<file path="src/rtl/vga_if.sv">
// vga_if -- pixel stream bundle between the VGA timing generator and the
// drawing chain.
//
// Signals:
//   hcount[10:0]  horizontal pixel position of the current pixel
//   vcount[10:0]  line number of the current pixel
//   hsync, vsync  active-high sync pulses (polarity fixed up at the top level)
//   hblnk, vblnk  blanking flags
//   rgb[11:0]     4:4:4 pixel colour
//
// Modports:
//   vga_out  stream source (timing generator / drawing stage output)
//   vga_in   stream sink   (next drawing stage input)
interface vga_if;
  logic [10:0] hcount;
  logic [10:0] vcount;
  logic        hsync;
  logic        vsync;
  logic        hblnk;
  logic        vblnk;
  logic [11:0] rgb;

  modport vga_out (output hcount, vcount, hsync, vsync, hblnk, vblnk, rgb);
  modport vga_in  (input  hcount, vcount, hsync, vsync, hblnk, vblnk, rgb);
endinterface

</file>
<file path="src/rtl/vga_timing.sv">
// vga_timing -- VGA raster timing generator and head of the drawing chain.
//
// Produces the horizontal/vertical pixel counters, sync pulses and blanking
// flags for one display mode (default 1024x768 @ 1344x806 total). Every
// output is registered from the same next-position value, so on any cycle
// hcount, vcount, the flags, rgb and frame_start all describe one pixel.
//
// Ports:
//   clk          pixel clock, rising edge
//   rst          synchronous, active-high reset; all outputs forced to 0
//   vga_out      vga_if.vga_out stream source (counters, syncs, blanks, rgb)
//   frame_start  one-cycle strobe while the output position is (0,0)
//
// Build option:
//   VGA_TIMING_TEST_PATTERN_EN  when defined, rgb carries eight colour bars
//                               in the active area (selected by hcount[9:7]);
//                               when undefined rgb is constant 12'h000.
module vga_timing #(
  parameter int H_ACTIVE = 1024,
  parameter int H_FP     = 24,
  parameter int H_SYNC   = 136,
  parameter int H_BP     = 160,
  parameter int V_ACTIVE = 768,
  parameter int V_FP     = 3,
  parameter int V_SYNC   = 6,
  parameter int V_BP     = 29
) (
  input  logic   clk,
  input  logic   rst,
  vga_if.vga_out vga_out,
  output logic   frame_start
);

  localparam int H_TOTAL = H_ACTIVE + H_FP + H_SYNC + H_BP;
  localparam int V_TOTAL = V_ACTIVE + V_FP + V_SYNC + V_BP;

  localparam logic [10:0] H_LAST        = 11'(H_TOTAL - 1);
  localparam logic [10:0] H_BLANK_START = 11'(H_ACTIVE);
  localparam logic [10:0] H_SYNC_START  = 11'(H_ACTIVE + H_FP);
  localparam logic [10:0] H_SYNC_END    = 11'(H_ACTIVE + H_FP + H_SYNC);

  localparam logic [10:0] V_LAST        = 11'(V_TOTAL - 1);
  localparam logic [10:0] V_BLANK_START = 11'(V_ACTIVE);
  localparam logic [10:0] V_SYNC_START  = 11'(V_ACTIVE + V_FP);
  localparam logic [10:0] V_SYNC_END    = 11'(V_ACTIVE + V_FP + V_SYNC);

  logic [10:0] hcount;
  logic [10:0] vcount;
  logic [10:0] next_h;
  logic [10:0] next_v;
  logic        hsync;
  logic        vsync;
  logic        hblnk;
  logic        vblnk;
  logic [11:0] rgb;

  // Next raster position. The >= compares (rather than ==) mean a corrupted
  // counter still wraps instead of running past the total.
  always_comb begin
    next_h = hcount + 11'd1;
    next_v = vcount;
    if (hcount >= H_LAST) begin
      next_h = 11'd0;
      next_v = (vcount >= V_LAST) ? 11'd0 : vcount + 11'd1;
    end
  end

  // Flags are decoded from the next position and registered alongside the
  // counters, so they line up with the pixel they describe.
  always_ff @(posedge clk) begin
    if (rst) begin
      hcount      <= 11'd0;
      vcount      <= 11'd0;
      hsync       <= 1'b0;
      vsync       <= 1'b0;
      hblnk       <= 1'b0;
      vblnk       <= 1'b0;
      frame_start <= 1'b0;
    end else begin
      hcount      <= next_h;
      vcount      <= next_v;
      hblnk       <= (next_h >= H_BLANK_START);
      hsync       <= (next_h >= H_SYNC_START) && (next_h < H_SYNC_END);
      vblnk       <= (next_v >= V_BLANK_START);
      vsync       <= (next_v >= V_SYNC_START) && (next_v < V_SYNC_END);
      frame_start <= (next_h == 11'd0) && (next_v == 11'd0);
    end
  end

`ifdef VGA_TIMING_TEST_PATTERN_EN
  logic        next_active;
  logic [11:0] bar_rgb;

  // Eight 128-pixel-wide colour bars across the visible line.
  always_comb begin
    next_active = (next_h < H_BLANK_START) && (next_v < V_BLANK_START);
    case (next_h[9:7])
      3'd0:    bar_rgb = 12'hFFF;
      3'd1:    bar_rgb = 12'hFF0;
      3'd2:    bar_rgb = 12'h0FF;
      3'd3:    bar_rgb = 12'h0F0;
      3'd4:    bar_rgb = 12'hF0F;
      3'd5:    bar_rgb = 12'hF00;
      3'd6:    bar_rgb = 12'h00F;
      default: bar_rgb = 12'h000;
    endcase
  end

  always_ff @(posedge clk) begin
    if (rst) begin
      rgb <= 12'h000;
    end else begin
      rgb <= next_active ? bar_rgb : 12'h000;
    end
  end
`else
  assign rgb = 12'h000;
`endif

  assign vga_out.hcount = hcount;
  assign vga_out.vcount = vcount;
  assign vga_out.hsync  = hsync;
  assign vga_out.vsync  = vsync;
  assign vga_out.hblnk  = hblnk;
  assign vga_out.vblnk  = vblnk;
  assign vga_out.rgb    = rgb;

endmodule

</file>
<file path="src/flat_wrapper.sv">
// flat-port wrapper written by rule: the top's interface ports become plain ports
module vga_timing_flat 
#(
  parameter int H_ACTIVE = 1024,
  parameter int H_FP     = 24,
  parameter int H_SYNC   = 136,
  parameter int H_BP     = 160,
  parameter int V_ACTIVE = 768,
  parameter int V_FP     = 3,
  parameter int V_SYNC   = 6,
  parameter int V_BP     = 29
)
  (clk, rst, frame_start, vga_out_hcount, vga_out_vcount, vga_out_hsync, vga_out_vsync, vga_out_hblnk, vga_out_vblnk, vga_out_rgb);
  vga_if vga_out_i ();
  input  logic clk;
  input  logic rst;
  output logic frame_start;
  output wire logic [$bits(vga_out_i.hcount)-1:0] vga_out_hcount;
  output wire logic [$bits(vga_out_i.vcount)-1:0] vga_out_vcount;
  output wire logic [$bits(vga_out_i.hsync)-1:0] vga_out_hsync;
  output wire logic [$bits(vga_out_i.vsync)-1:0] vga_out_vsync;
  output wire logic [$bits(vga_out_i.hblnk)-1:0] vga_out_hblnk;
  output wire logic [$bits(vga_out_i.vblnk)-1:0] vga_out_vblnk;
  output wire logic [$bits(vga_out_i.rgb)-1:0] vga_out_rgb;
  assign vga_out_hcount = vga_out_i.hcount;
  assign vga_out_vcount = vga_out_i.vcount;
  assign vga_out_hsync = vga_out_i.hsync;
  assign vga_out_vsync = vga_out_i.vsync;
  assign vga_out_hblnk = vga_out_i.hblnk;
  assign vga_out_vblnk = vga_out_i.vblnk;
  assign vga_out_rgb = vga_out_i.rgb;
  vga_timing #(.H_ACTIVE(H_ACTIVE), .H_FP(H_FP), .H_SYNC(H_SYNC), .H_BP(H_BP), .V_ACTIVE(V_ACTIVE), .V_FP(V_FP), .V_SYNC(V_SYNC), .V_BP(V_BP)) u_core (.clk(clk), .rst(rst), .vga_out(vga_out_i), .frame_start(frame_start));
endmodule
</file>
<file path="config.mk">
export PLATFORM = sky130hd
export DESIGN_NAME = vga_timing_flat
export DESIGN_NICKNAME = d
export VERILOG_FILES = /design/src/rtl/vga_if.sv /design/src/rtl/vga_timing.sv /design/src/flat_wrapper.sv
export SDC_FILE = /design/constraint.sdc
export NUM_CORES = 1
export LEC_CHECK = 0
export ABC_AREA = 0
export CORE_ASPECT_RATIO = 0.5
export CORE_UTILIZATION = 63
export DETAILED_ROUTE_END_ITERATION = 10
export DONT_BUFFER_PORTS = 1
export PLACE_DENSITY = 0.79
export SLEW_MARGIN = 10
export SYNTH_ARGS = -nofsm -noshare
export SYNTH_HDL_FRONTEND = slang
export SYNTH_SLANG_ARGS = --single-unit
</file>
<file path="constraint.sdc">
create_clock -name clk -period 2.35 [get_ports clk]
set_input_delay 0.47 -clock clk [delete_from_list [all_inputs] [get_ports clk]]
set_output_delay 0.47 -clock clk [all_outputs]
set_load 0.01 [all_outputs]
</file>
==> impl_metrics.tcl, run 1 <==
set metrics [dict create \
    cp_slowest_cell "dfxtp_1" \
    finalNonFillerCells 253 \
    synthDistinctLibCells 65 \
    drc 0 \
    post_cts_resized 0 \
    clkSinkCount 26 \
    htree_levels 1 \
    worstPathMaxFanout 6 \
    cts_setup_buffers 0 \
    port_buffers 0 \
    ant_nets 0 \
    ys.flop_type "dfxtp_1" \
    die_x_um 79.27 \
    cts_tree "yes" \
    cpPeakStageDelay_ns 0.44 \
    cts_hold_buffers 0 \
    hold_class "in2reg" \
    startpoint_type "flop" \
    power_frac_seq 0.494 \
    dr.first_iter.drc_count 104 \
    worstPathArrival_ns 2.40 \
    initial_core_util 0.6923 \
    finalSetupViolCount 0 \
    combPwrFrac 0.083 \
    ff2ff_setup_slack_ns 0.18 \
    power_switching_uw 216.4 \
    drt-total-wl_um 4102 \
    leakagePower_nw 0.7707 \
    synthArstFlopShare 0 \
    dp_cells 249 \
    dr_total_vias 1543 \
    cts_inserted_buffers 3 \
    avgViaCountPerCell 6.099 \
    yosysTopAreaCell "dfxtp_1" \
    wl_per_cell_um 16.21 \
    status "complete, no violations" \
    final_cell_mix "nor2_1, dfxtp_1, conb_1, buf_4" \
    netlist_instances 216 \
    io_pins 41 \
    syn_to_final_growth_pct 3.659 \
    synth_area_leaders "dfxtp_1, buf_4, nor2_1" \
    grt.overflow.total 0 \
    dr.pass1.iters 4 \
    core_area_mm2 0.002716 \
    yosysTopAreaCellShare 0.2768 \
    gp_congestion 0.9313 \
    cap_violations 0 \
    drv_slew 0 \
    nets 222 \
    dpl_cell_area_mm2 0.001878 \
    dieArea_mm2 0.003221 \
    die_y_um 40.64 \
    crit_type "reg2reg" \
    switching_share 0.2347 \
    fin_skew_ns 0.005799 \
    clock_path_buffers 2 \
    post-route-period-util 0.9247 \
    hpwl_um 3061 \
    yosysWarnings 0 \
    grtUsageTotal 0.2741 \
    grt_pass1_vias 1340 \
    synth_area_mm2 0.001881 \
    ir_drop_mv 0.3207 \
    internal_power_uw 705.8 \
    placementRows 13 \
    avgSynthCellArea_um2 8.706 \
    fmax_ghz 0.4602 \
    antenna_found_initial 0 \
    finalCriticalPeriod_ns 2.173 \
    ys_ff_latch 26 \
    fin_area_mm2 0.001949 \
    hold_viol 0 \
    path_clk_slew_ns 0.10 \
    p_clk_frac 0.423 \
    power_density_mw_per_mm2 473.1 \
    rsz0062_at_grt "no" \
    n_antenna_cell 0 \
    root_buffer "clkbuf_8" \
    grt_max_degree 16 \
    setup_tns_ns 0 \
    cp-end-kind "flop" \
    clock_latency_ns 0.29 \
    total_power_uw 922.2 \
    required_ns 2.58 \
    final_common_cell "nor2_1" \
    synth_edf_count 0 \
    worstPathCellList "inv_1, ha_1, o31ai_2, a32oi_4, nand3_2, nand2b_1, nor3_1, and4bb_1" \
    yosysSeqAreaShare 0.2768 \
    grt_pass1_wl_um 6479 \
    drive_gt1_frac 0.2037 \
]
==> power by group through the flow <==
stage | registers (mW) | logic (mW) | clock network, mW
final | 0.455 | 0.0769 | 0.390
after global routing | 0.457 | 0.0860 | 0.406
after CTS | 0.455 | 0.0764 | 0.392
after detailed placement | 0.466 | 0.0761 | 0
after global placement | 0.465 | 0.0762 | 0
after floorplan | 0.467 | 0.0741 | 0
==> cell type report <==
type                            count  area, µm²
Clock buffer                        3      41.29
Clock inverter                      1      30.03
Fill cell                         211      767.0
Inverter                            5      18.77
Multi-Input combinational cell    169       1202
Sequential cell                    26      520.5
Tap cell                           37      46.29
Timing Repair Buffer               12      90.09
==> registers in the layout, summed over array words and instances (netlist names) <==
name,count
u_core.vga_out.hblnk,1
u_core.frame_start,1
u_core.vga_out.vcount,11
u_core.vga_out.hsync,1
u_core.vga_out.vsync,1
u_core.vga_out.hcount,10
u_core.vga_out.vblnk,1
==> stage by stage <==
stage / setup WS [ns] / utilization / hold WS (ns)
2_1_floorplan: 0.2818 / - / 0.5099
3_3_place_gp: 0.2908 / 0.6914 / 0.5426
3_5_place_dp: 0.2495 / 0.6914 / 0.5444
4_1_cts: 0.2038 / 0.7176 / 0.2365
5_1_grt: 0.01153 / 0.7176 / 0.2311
6_report: 0.1770 / 0.7176 / 0.2427
==> critical path: cells and delay by family, from the launching register on <==
kind	cells	cell delay, ns
adder cells (fa/ha/maj)	1	0.20
flip-flops	1	0.44
AND/OR/NAND/NOR	4	0.88
AO/OA/AOI/OAI	2	0.53
buffers and inverters	1	0.07
==> path summary, 6_finish.rpt <==
path,endpoint,depth (start not counted),startpoint
worst min-delay path,u_core.vga_out.hcount[6],1,rst
worst min register to register,u_core.vga_out.hcount[0],2,u_core.vga_out.hcount[0]
worst max-delay path,u_core.vga_out.vsync,8,u_core.vga_out.vcount[1]
worst max register to register,u_core.vga_out.vsync,8,u_core.vga_out.vcount[1]
==> layer usage <==
layer  track usage  share of wire  vias to the layer above
met5             0              0                        -
met4       0.09091          0.012                        0
met3       0.09333          0.094                       10
met2        0.4677           0.43                       79
met1        0.3382           0.47                      708
li1              -              -                      746
==> cells in the mapped netlist (3+ instances only) <==
cell      count
nor2_1       30
xnor2_1       7
nand3_1      11
dfxtp_1      26
and3_1        5
buf_2         4
nor2b_1       3
a21oi_1       4
and2_1        3
ha_1          3
nand2_1      11
o21ai_0       8
nor3_1        4
xor2_1        6
nand2b_1      3
nand4_1       6
inv_1         5
buf_4        19
==> logic make-up (layout without fill, tap and decap cells) <==
family	after synthesis	in the layout	synth area share
multiplexers	2	2	0.01065
flip-flops	26	26	0.2768
other	1	12	0.001994
buffers and inverters	32	21	0.1058
AND/OR/NAND/NOR	99	99	0.3120
AO/OA/AOI/OAI	39	39	0.2036
adder cells (fa/ha/maj)	3	3	0.01996
XOR/XNOR	14	14	0.06920
(Power assumes the default switching activity.)
==> inputs of run 2 (changes only) <==
clock period = 2.5 ns   (was 2.35 ns; I/O delays follow)
==> run 2 against run 1 <==
  * Non-clock buffer count is 7 lower
  * Sequential power is 5.1% lower
  * Clock power is 27% lower
  * Core utilization is 2.5 points lower
  * Flip-flop and latch count stayed put
  * Die area stayed put
  * Combinational power is 16% lower
  * Critical endpoint is now u_core.frame_start
  * Largest power group unchanged
==> impl_metrics.tcl, run 2 (synthesis results as in run 1) <==
set metrics [dict create \
    drive_gt1_frac 0.1770 \
    post_cts_resized 0 \
    final_cell_mix "nor2_1, dfxtp_1, conb_1, nand2_1, nand3_1" \
    grtUsageTotal 0.2733 \
    nets 215 \
    crit_type "reg2reg" \
    drc 0 \
    power_switching_uw 195.0 \
    grt_pass1_vias 1316 \
    clock_path_buffers 2 \
    fin_skew_ns 0.006094 \
    finalSetupViolCount 0 \
    hpwl_um 2976 \
    post-route-period-util 0.8985 \
    worstPathArrival_ns 2.42 \
    placementRows 13 \
    die_x_um 79.27 \
    cts_inserted_buffers 3 \
    largest_register_ffs 11 \
    avgViaCountPerCell 6.183 \
    grt.overflow.total 0 \
    wl_per_cell_um 16.80 \
    clock_latency_ns 0.28 \
    required_ns 2.67 \
    ant_nets 0 \
    regMostFlops "u_core.vga_out.vcount" \
    reg2reg_depth 6 \
    initial_core_util 0.6923 \
    reg2reg_from "u_core.vga_out.hcount[2]" \
    htree_levels 1 \
    p_clk_frac 0.364 \
    power_density_mw_per_mm2 415.2 \
    syn_to_final_growth_pct -0.0002127 \
    cp-end-kind "flop" \
    path_clk_slew_ns 0.09 \
    setup_tns_ns 0 \
    root_buffer "clkbuf_8" \
    slew_headroom 0.6673 \
    worstPathMaxFanout 11 \
    port_buffers 0 \
    die_y_um 40.64 \
    core_area_mm2 0.002716 \
    startpoint_type "flop" \
    final_common_cell "nor2_1" \
    nFillCells 210 \
    ff2ff_setup_slack_ns 0.25 \
    rsz0062_at_grt "no" \
    io_pins 41 \
    dr.first_iter.drc_count 80 \
    gp_congestion 0.9484 \
    cts_setup_buffers 0 \
    critPathLaunch "u_core.vga_out.hcount[2]" \
    status "complete, no violations" \
    grt_pass1_wl_um 6375 \
    drt-total-wl_um 4134 \
    grt_max_degree 15 \
    hold_class "in2reg" \
    combPwrFrac 0.083 \
    dr_total_vias 1521 \
    ir_drop_mv 0.2081 \
    power_frac_seq 0.554 \
    antenna_found_initial 0 \
    cts_tree "yes" \
    cts_hold_buffers 0 \
    fmax_ghz 0.4452 \
    clkSinkCount 26 \
    crit_end "u_core.frame_start" \
    internal_power_uw 585.8 \
    drv_slew 0 \
    dr.pass1.iters 4 \
    worst_pin_slew_ns 0.4984 \
    regToRegEndpoint "u_core.frame_start" \
    cap_violations 0 \
    leakagePower_nw 0.7264 \
    n_antenna_cell 0 \
    finalCriticalPeriod_ns 2.246 \
    fin_hold_ws_ns 0.2750 \
    dieArea_mm2 0.003221 \
    hold_viol 0 \
    top_regs "u_core.vga_out.vcount x11, u_core.vga_out.hcount x10" \
    switching_share 0.2497 \
]
==> run 2: cell count changes in the layout (fill, tap and decap cells not counted) <==
cell and change:
bufinv_16 -1, clkbuf_8 +1, buf_4 -7
==> run 2: metrics by stage <==
stage / utilization / std cells / worst slack, ns / power [mW] / area, µm²
2_1_floorplan: - / 227 / 0.4318 / 0.5089 / 1922
3_3_place_gp: 0.6720 / 242 / 0.3194 / 0.5044 / 1826
3_5_place_dp: 0.6720 / 242 / 0.3237 / 0.5055 / 1826
4_1_cts: 0.6923 / 246 / 0.2690 / 0.7833 / 1881
5_1_grt: 0.6923 / 246 / 0.1152 / 0.8100 / 1881
6_report: 0.6923 / 246 / 0.2537 / 0.7807 / 1881
==> run 2: worst min path at each step <==
| stage | start | endpoint | slack, ns | cells after the start |
|---|---|---|---|---|
| finish | rst | u_core.vga_out.hcount[7] | 0.28 | 1 |
| floorplan | u_core.vga_out.hcount[0] | u_core.vga_out.hcount[0] | 0.51 | 1 |
| global route | rst | u_core.vga_out.vcount[4] | 0.27 | 1 |
| CTS | rst | u_core.vga_out.vcount[4] | 0.27 | 1 |
| global placement | u_core.vga_out.hcount[0] | u_core.vga_out.hcount[0] | 0.57 | 2 |
| detailed placement | rst | u_core.vga_out.hcount[7] | 0.57 | 1 |
==> run 2: per-layer routing <==
layer | up-vias | GRT usage | wire (µm)
met1 | 721 | 0.3538 | 1900
li1 | 730 | - | -
met4 | 0 | 0.07273 | 34
met5 | - | 0 | 0
met2 | 61 | 0.4655 | 1912
met3 | 9 | 0.07556 | 286
==> run 2: area by class of cell <==
type | count | area, µm² | share of cell area
Multi-Input combinational cell | 169 | 1202 | 0.6394
Sequential cell | 26 | 520.5 | 0.2768
Clock buffer | 4 | 55.05 | 0.02927
Tap cell | 37 | 46.29 | 0.02462
Timing Repair Buffer | 5 | 37.54 | 0.01996
Inverter | 5 | 18.77 | 0.009980
==> run 2: power by group through the flow <==
stage / logic [mW] / clock network, mW / registers [mW]
final: 0.0646 / 0.284 / 0.432
after global routing: 0.0723 / 0.304 / 0.434
after CTS: 0.0643 / 0.287 / 0.432
after detailed placement: 0.0637 / 0 / 0.442
after global placement: 0.0631 / 0 / 0.441
after floorplan: 0.0696 / 0 / 0.439
==> run 2: worst max-delay path, cell delays in order, from the launching register on <==
cell	delay, ns
dfxtp_1	0.64
nand4_4	0.17
o21ai_4	0.37
nand3_1	0.18
xor2_2	0.22
o211ai_2	0.14
a2111oi_2	0.41
